### src/rtl/dm_pkg.sv
// Shared types and helpers for the dual-write data memory.
// Byte-lane merge and parity helpers work on a fixed maximum width; callers cast to and from their own width.
package dm_pkg;

  localparam int DM_WORD_ALIGN_BITS = 2;
  localparam int DM_MAX_WIDTH       = 256;
  localparam int DM_MAX_NB          = DM_MAX_WIDTH / 8;

  function automatic logic even_parity8(input logic [7:0] b);
    return ^b;
  endfunction

  // Lanes enabled on port 0 win over port 1; untouched lanes keep the old value.
  function automatic logic [DM_MAX_WIDTH-1:0] lane_merge(
    input logic [DM_MAX_WIDTH-1:0] old_w,
    input logic [DM_MAX_WIDTH-1:0] d0,
    input logic [DM_MAX_NB-1:0]    be0,
    input logic [DM_MAX_WIDTH-1:0] d1,
    input logic [DM_MAX_NB-1:0]    be1
  );
    logic [DM_MAX_WIDTH-1:0] r;
    r = old_w;
    for (int i = 0; i < DM_MAX_NB; i++) begin
      if (be0[i]) begin
        r[i*8 +: 8] = d0[i*8 +: 8];
      end else if (be1[i]) begin
        r[i*8 +: 8] = d1[i*8 +: 8];
      end else begin
        r[i*8 +: 8] = old_w[i*8 +: 8];
      end
    end
    return r;
  endfunction

endpackage

### src/rtl/dm_addr_chk.sv
// Byte-address decoder: word index plus alignment and range legality.
module dm_addr_chk
  import dm_pkg::*;
#(
  parameter int ADDR_W = 32,
  parameter int AW     = 4
) (
  input  logic [ADDR_W-1:0] addr_i,
  output logic [AW-1:0]     idx_o,
  output logic              legal_o
);

  assign idx_o   = addr_i[AW+DM_WORD_ALIGN_BITS-1:DM_WORD_ALIGN_BITS];
  assign legal_o = (addr_i[DM_WORD_ALIGN_BITS-1:0] == '0) &&
                   (addr_i[ADDR_W-1:AW+DM_WORD_ALIGN_BITS] == '0);

endmodule

### src/rtl/dm_dualwr_mem.sv
// Data memory with primary and compensation write ports, write-first registered read.
// Optional per-lane even parity storage and checking is enabled with `define DM_PARITY_EN.
module dm_dualwr_mem
  import dm_pkg::*;
#(
  parameter int WIDTH  = 32,
  parameter int DEPTH  = 16,
  parameter int ADDR_W = 32
) (
  input  logic              clk,
  input  logic              reset,
  input  logic              wr_en,
  input  logic [ADDR_W-1:0] wr_addr,
  input  logic [WIDTH-1:0]  wr_data,
  input  logic [WIDTH/8-1:0] wr_be,
  input  logic              wrc_en,
  input  logic [ADDR_W-1:0] wrc_addr,
  input  logic [WIDTH-1:0]  wrc_data,
  input  logic [WIDTH/8-1:0] wrc_be,
  input  logic              rd_req,
  input  logic [ADDR_W-1:0] rd_addr,
  output logic [WIDTH-1:0]  rd_data,
  output logic              rd_valid,
  output logic              rd_err,
  output logic              wr_err,
  output logic              wr_conflict,
  output logic              rd_perr
);

  localparam int AW = $clog2(DEPTH);
  localparam int NB = WIDTH / 8;

  function automatic logic [WIDTH-1:0] merge_w(
    input logic [WIDTH-1:0] old_w, input logic [WIDTH-1:0] d0, input logic [NB-1:0] be0,
    input logic [WIDTH-1:0] d1, input logic [NB-1:0] be1);
    return WIDTH'(lane_merge(DM_MAX_WIDTH'(old_w), DM_MAX_WIDTH'(d0), DM_MAX_NB'(be0),
                             DM_MAX_WIDTH'(d1), DM_MAX_NB'(be1)));
  endfunction

  function automatic logic [NB-1:0] lane_par(input logic [WIDTH-1:0] w);
    logic [NB-1:0] p;
    p = '0;
    for (int i = 0; i < NB; i++) begin
      p[i] = even_parity8(w[i*8 +: 8]);
    end
    return p;
  endfunction

  logic [WIDTH-1:0] mem_q [DEPTH];

  logic [AW-1:0] wr_idx_s, wrc_idx_s, rd_idx_s;
  logic          wr_legal_s, wrc_legal_s, rd_legal_s;

  dm_addr_chk #(.ADDR_W(ADDR_W), .AW(AW)) u_wr_chk (
    .addr_i(wr_addr), .idx_o(wr_idx_s), .legal_o(wr_legal_s));
  dm_addr_chk #(.ADDR_W(ADDR_W), .AW(AW)) u_wrc_chk (
    .addr_i(wrc_addr), .idx_o(wrc_idx_s), .legal_o(wrc_legal_s));
  dm_addr_chk #(.ADDR_W(ADDR_W), .AW(AW)) u_rd_chk (
    .addr_i(rd_addr), .idx_o(rd_idx_s), .legal_o(rd_legal_s));

  logic             wr_ok_s, wrc_ok_s, same_word_s;
  logic [NB-1:0]    wr_be_eff_s, wrc_be_eff_s, rd_be0_s, rd_be1_s;
  logic [WIDTH-1:0] wr_word_d, wrc_word_d, rd_word_s;
  logic [WIDTH-1:0] rd_data_q, rd_data_d;
  logic             rd_valid_q, rd_valid_d, rd_err_q, rd_err_d;
  logic             wr_err_q, wr_err_d, wr_conflict_q, wr_conflict_d;

  // Write acceptance, same-word merging and write-first read word selection.
  always_comb begin
    wr_ok_s      = wr_en && wr_legal_s && (wr_be != '0);
    wrc_ok_s     = wrc_en && wrc_legal_s && (wrc_be != '0);
    same_word_s  = wr_ok_s && wrc_ok_s && (wr_idx_s == wrc_idx_s);
    wr_be_eff_s  = wr_ok_s ? wr_be : '0;
    wrc_be_eff_s = wrc_ok_s ? wrc_be : '0;
    wr_word_d  = merge_w(mem_q[wr_idx_s], wr_data, wr_be_eff_s,
                         wrc_data, same_word_s ? wrc_be_eff_s : '0);
    wrc_word_d = merge_w(mem_q[wrc_idx_s], wr_data, same_word_s ? wr_be_eff_s : '0,
                         wrc_data, wrc_be_eff_s);
    rd_be0_s  = (wr_ok_s && (wr_idx_s == rd_idx_s)) ? wr_be : '0;
    rd_be1_s  = (wrc_ok_s && (wrc_idx_s == rd_idx_s)) ? wrc_be : '0;
    rd_word_s = merge_w(mem_q[rd_idx_s], wr_data, rd_be0_s, wrc_data, rd_be1_s);

    wr_err_d      = (wr_en && (wr_be != '0) && !wr_legal_s) ||
                    (wrc_en && (wrc_be != '0) && !wrc_legal_s);
    wr_conflict_d = same_word_s && ((wr_be & wrc_be) != '0);
    rd_valid_d    = rd_req;
    rd_err_d      = rd_req && !rd_legal_s;
    if (rd_req) begin
      rd_data_d = rd_legal_s ? rd_word_s : '0;
    end else begin
      rd_data_d = rd_data_q;
    end
  end

  // Word storage and registered status/read outputs.
  always_ff @(negedge clk or negedge reset) begin
    if (!reset) begin
      for (int i = 0; i < DEPTH; i++) begin
        mem_q[i] <= '0;
      end
      rd_data_q     <= '0;
      rd_valid_q    <= 1'b0;
      rd_err_q      <= 1'b0;
      wr_err_q      <= 1'b0;
      wr_conflict_q <= 1'b0;
    end else begin
      if (wrc_ok_s) begin
        mem_q[wrc_idx_s] <= wrc_word_d;
      end
      if (wr_ok_s) begin
        mem_q[wr_idx_s] <= wr_word_d;
      end
      rd_data_q     <= rd_data_d;
      rd_valid_q    <= rd_valid_d;
      rd_err_q      <= rd_err_d;
      wr_err_q      <= wr_err_d;
      wr_conflict_q <= wr_conflict_d;
    end
  end

`ifdef DM_PARITY_EN
  logic [NB-1:0] par_q [DEPTH];
  logic [NB-1:0] wr_lanes_s, wrc_lanes_s, rd_lanes_s, wr_par_d, wrc_par_d;
  logic          rd_perr_q, rd_perr_d;

  // Lane parity follows written lanes; bypassed lanes carry fresh parity so they never flag.
  always_comb begin
    wr_lanes_s  = wr_be_eff_s | (same_word_s ? wrc_be_eff_s : '0);
    wrc_lanes_s = wrc_be_eff_s | (same_word_s ? wr_be_eff_s : '0);
    wr_par_d    = (par_q[wr_idx_s] & ~wr_lanes_s) | (lane_par(wr_word_d) & wr_lanes_s);
    wrc_par_d   = (par_q[wrc_idx_s] & ~wrc_lanes_s) | (lane_par(wrc_word_d) & wrc_lanes_s);
    rd_lanes_s  = rd_be0_s | rd_be1_s;
    rd_perr_d   = rd_req && rd_legal_s &&
                  (((par_q[rd_idx_s] ^ lane_par(mem_q[rd_idx_s])) & ~rd_lanes_s) != '0);
  end

  // Parity storage and registered parity error flag.
  always_ff @(negedge clk or negedge reset) begin
    if (!reset) begin
      for (int i = 0; i < DEPTH; i++) begin
        par_q[i] <= '0;
      end
      rd_perr_q <= 1'b0;
    end else begin
      if (wrc_ok_s) begin
        par_q[wrc_idx_s] <= wrc_par_d;
      end
      if (wr_ok_s) begin
        par_q[wr_idx_s] <= wr_par_d;
      end
      rd_perr_q <= rd_perr_d;
    end
  end

  assign rd_perr = rd_perr_q;
`else
  assign rd_perr = 1'b0;
`endif

  assign rd_data     = rd_data_q;
  assign rd_valid    = rd_valid_q;
  assign rd_err      = rd_err_q;
  assign wr_err      = wr_err_q;
  assign wr_conflict = wr_conflict_q;

endmodule

### config.mk
export PLATFORM = sky130hd
export DESIGN_NAME = dm_dualwr_mem
export DESIGN_NICKNAME = d
export VERILOG_FILES = /design/src/rtl/dm_pkg.sv /design/src/rtl/dm_addr_chk.sv /design/src/rtl/dm_dualwr_mem.sv
export SDC_FILE = /design/constraint.sdc
export NUM_CORES = 2
export LEC_CHECK = 0
export ABC_CLOCK_PERIOD_IN_PS = 4000
export CAP_MARGIN = 0
export CELL_PAD_IN_SITES_DETAIL_PLACEMENT = 0
export CELL_PAD_IN_SITES_GLOBAL_PLACEMENT = 1
export CORE_MARGIN = 5
export CORE_UTILIZATION = 56
export DETAILED_ROUTE_END_ITERATION = 8
export PLACE_DENSITY_LB_ADDON = 0.1
export REMOVE_ABC_BUFFERS = 1
export SLEW_MARGIN = 10
export SYNTH_ARGS = -nofsm -noshare
export SYNTH_HDL_FRONTEND = slang
export SYNTH_SLANG_ARGS = --single-unit
### constraint.sdc
create_clock -name clk -period 4 [get_ports clk]
set_clock_uncertainty 0.2 [all_clocks]
set_input_delay 1.2 -clock clk [delete_from_list [all_inputs] [get_ports clk]]
set_output_delay 1.2 -clock clk [all_outputs]
set_load 0.05 [all_outputs]
======== Word-level counts from Yosys, hierarchy flattened ========
Cells that the tools add are included.
Widths: inputs -> output; s select.
operators by class
  multiplexer cells ....................... 48
  bitwise operators ....................... 4
  reductions and logical operators ........ 32
  equality and inequality tests ........... 3
  order comparisons ....................... 5
operators with widths
  kind                count
  $bwmux 512          2
  $mux 512            2
  $bmux 32 s4         3
  $mux 32             9
  $demux 32 s4        2
  $mux 8              24
  $logic_not 26->1    3
  $mux 4              6
  $logic_and 1x1->1   19
  $ge 5x5->1 const B  3
  $not 4->5           3
  $eq 4x4->1          3
  $reduce_bool 4->1   3
  $lt 5x1->1 const B  2
  $logic_not 2->1     3
  $and 4x4->4         1
  $logic_not 1->1     3
  $logic_or 1x1->1    1
storage, ports and cells
  output and inout bits ................... 37
  register bits after elaboration ......... 548

======== Logic depth before layout (Yosys ltp) ========
  depth after elaboration ................. 12
  mapped depth ............................ 11

======== By module ========
Synthesis repeated with hierarchy kept, for this count alone.
unflattened totals
  cell total of the unflattened synthesis .. 4463
  area total of the unflattened synthesis .. 40465.1 um^2
by module, submodules not included
  module         cells each  instances  area an instance (um^2)  sequential area each (um^2)
  dm_dualwr_mem  4421        1          40179.8                  13713.2
  dm_addr_chk    14          3          95.1                     0.0

==> key figures <==
Clocking
  • Clock slew at reported path FFs: 50 ps
  • CTS H-tree depth: 3
  • Clk root buf: clkbuf_16
  • Clock latency on the worst-skew pair: 610 ps
  • CTS Buf Count: 68
  • # hold bufs at CTS: 0
  • Clock sink count: 548
  • CTS Buffer Depth: 3
  • CTS tree: done

STA
  • RSZ-0062 raised after global routing: true
  • Setup-failing EPs final: 583
  • Final Hold Fails: 0
  • Fin. max-slew vios: 0
  • Slew HR: 0.4877
  • Worst slew pin tran: 768.5 ps
  • Hold Slack: 327.9 ps
  • Worst setup margin: -1434 ps

Synth
  • Top_reg_cell synth: dfrtn_1
  • Yosys warnings: 0
  • Synth Register Bits: 548
  • Area contributors post-synth: dfrtn_1 (35%), mux2i_1 (27%), mux4_2 (24%)
  • Synth top cells by count: mux2i_1 (1052), dfrtn_1 (548), mux4_2 (416), buf_2 (171), clkbuf_1 (98)
  • Post-synth ARST share: 1.000
  • Post-synthesis sequential area ratio: 0.3464
  • Post-synth top area cell: dfrtn_1
  • Cell Area, Synth: 39590 sq um
  • EDFF count, synth: 0
  • Avg Inst Size Synth: 13.54 sq um
  • Cell count after synthesis: 2925
  • Count of cell types in the netlist: 51
  • Yosys top cell area share: 0.3464
  • Top-count cell post-synth: mux2i_1

Setup path
  • Crit path kind: in -> reg
  • Slowest stage cell on the critical path: mux4_2
  • CP peak stage delay: 550 ps
  • Crit. End Element: flip-flop
  • CP startpoint kind: input port
  • CP Max Fanout: 8
  • Worst EP arrival: 3660 ps
  • Critical Path RT: 2230 ps
  • Worst path cell trace: bufbuf_16 -> buf_16 -> buf_6 -> mux4_2 -> o22ai_2 -> nor2_2 -> mux2_4 -> mux2_4 -> mux2i_1 -> mux2i_1

Placed design
  • Place WS: -2479 ps
  • HPWL after detailed placement: 106600 microns
  • PortBufs: 208
  • Routability Congestion: 0.9648
  • Placed cell area: 47800 sq um

Status
  • Status: finished, violations left
  • Failing checks: negative setup slack

Route
  • Post-route ant nets: 0
  • Vias per cell: 7.692
  • Drt initial violations: 5094
  • TritonRoute pass-1 iters: 6
  • Residual DRC: 0
  • Total wire length: 179700 microns
  • Wire per inst: 39.32 microns
  • Vias: 35.15k

Layout
  • Sequential cell area: 13710 sq um
  • Syn-to-layout area delta: 37.88%
  • Share of cells above drive strength 1: 0.4427
  • Post-route cell area: 54590 sq um
  • Fillers: 4077
  • Area of the multi-input gates: 26390 sq um
  • Nets: 3751

Die
  • Height of the die: 275.9 microns
  • Die extent in x: 275.9 microns
  • Starting density of the core: 0.5653
  • Core Area: 70030 sq um
  • Die footprint: 76120 sq um
  • IO Pins: 210
  • FP Rows: 97

Min path
  • Hold crit path type: reg -> reg

Global routing
  • Largest net degree at the start of global routing: 45
  • Initial antenna violation count: 1
  • Vias in the first global route: 36.20k
  • Total grt overflow: 0
  • GRT Total Usage: 0.4572
  • First-pass GRT wire length: 253100 microns

Job
  • MaxCap Viol Count: 0

Power
  • PD cells: 253.5 nW/um^2
  • Total power: 13.84 mW
  • VDD IR-drop max: 0.0003076 V
  • Lkg Pwr: 23.88 nW
## registers in the layout, summed over array words and instances (netlist names)
register	flops
mem_q	512
rd_data	32
rd_err	1
rd_valid	1
wr_conflict	1
wr_err	1
## report_power, final
group          switching, mW  internal [mW]  total, mW  leakage (nW)
registers            0.00141           5.58       5.58          7.65
clock network           2.63           3.80       6.43          1.12
logic                   1.04          0.797       1.83          15.1
total                   3.66           10.2       13.8          23.9
## layout by cell type, fill, tap and decap left out, types with 17 or more instances in the layout
cell / synthesis / layout
a211o_1: 32 / 30
a21oi_1: 61 / 54
a221o_1: 32 / 32
a221oi_2: 0 / 21
a22o_1: 32 / 32
a31oi_1: 32 / 17
buf_12: 0 / 228
buf_16: 0 / 44
buf_2: 171 / 30
buf_4: 4 / 347
buf_6: 26 / 79
clkbuf_16: 0 / 76
clkdlybuf4s50_1: 0 / 91
dfrtn_1: 548 / 548
mux2_2: 64 / 33
mux2_4: 0 / 60
mux2i_1: 1052 / 1019
mux2i_2: 0 / 29
mux4_2: 416 / 416
nand2_1: 75 / 67
nor2_4: 0 / 17
nor4_4: 8 / 19
o21ai_4: 0 / 26
o22ai_1: 37 / 30
## timing repair
item | CTS | global route
gates resized for setup | 519 | 121
cloned | 72 | 12
setup buffers | 58 | 48
setup endpoints to repair | 583 | 583
pin swaps | 69 | 46
## critical path, delay by kind of cell
family	cells	cell delay (ps)
buffers and inverters	3	550
AOI/OAI and AO/OA	1	230
and+or+nand+nor	1	80
muxes	5	1580
## logic make-up after synthesis
family / Yosys count / share of synthesized area
AO/OA/AOI/OAI: 298 / 0.05654
XOR/XNOR: 12 / 0.002655
buffers and inverters: 335 / 0.04248
flip-flops: 548 / 0.3464
multiplexers: 1532 / 0.5208
other: 1 / 0.00009472
AND/OR/NAND/NOR: 199 / 0.03103
## final cells by class
class / instances / area share
Antenna cell: 2 / 0.00009168
Clock buffer: 98 / 0.03656
Clock inverter: 22 / 0.005088
Inverter: 9 / 0.0006189
Multi-Input combinational cell: 2080 / 0.4834
Sequential cell: 548 / 0.2512
Tap cell: 940 / 0.02155
Timing Repair Buffer: 871 / 0.2015
## stage by stage
| step | util | std cells | setup TNS (ps) |
|---|---|---|---|
| 3_5_place_dp | 0.6826 | 4263 | -1268840 |
| 3_3_place_gp | 0.6826 | 4263 | -1242330 |
| 4_1_cts | 0.7637 | 4511 | -656240 |
| 6_report | 0.7795 | 4570 | -691810 |
| 2_1_floorplan | - | 2599 | -1745930 |
| 5_1_grt | 0.7794 | 4568 | -715800 |
## final timing paths
| check | depth (start not counted) | slack, ps | start | end |
|---|---|---|---|---|
| setup / recovery | 10 | -1430 | wrc_addr[2] | mem_q[55] |
| hold / removal | 1 | 330 | rd_data[6] | rd_data[6] |
| setup reg to reg | 9 | 1290 | mem_q[143] | mem_q[239] |
| hold reg to reg | 1 | 330 | rd_data[6] | rd_data[6] |
| max in group asynchronous | 3 | 720 | reset | mem_q[264] |
| min in group asynchronous | 2 | 2280 | reset | mem_q[257] |
## per-layer routing
metal,up-vias,track usage,share of wire
li1,13100,-,-
met1,17730,0.5690,0.33
met2,3232,0.6621,0.42
met3,1082,0.1761,0.15
met4,3,0.3111,0.090
met5,-,0.01155,0.00078
Power figures use the tool's default switching activity.
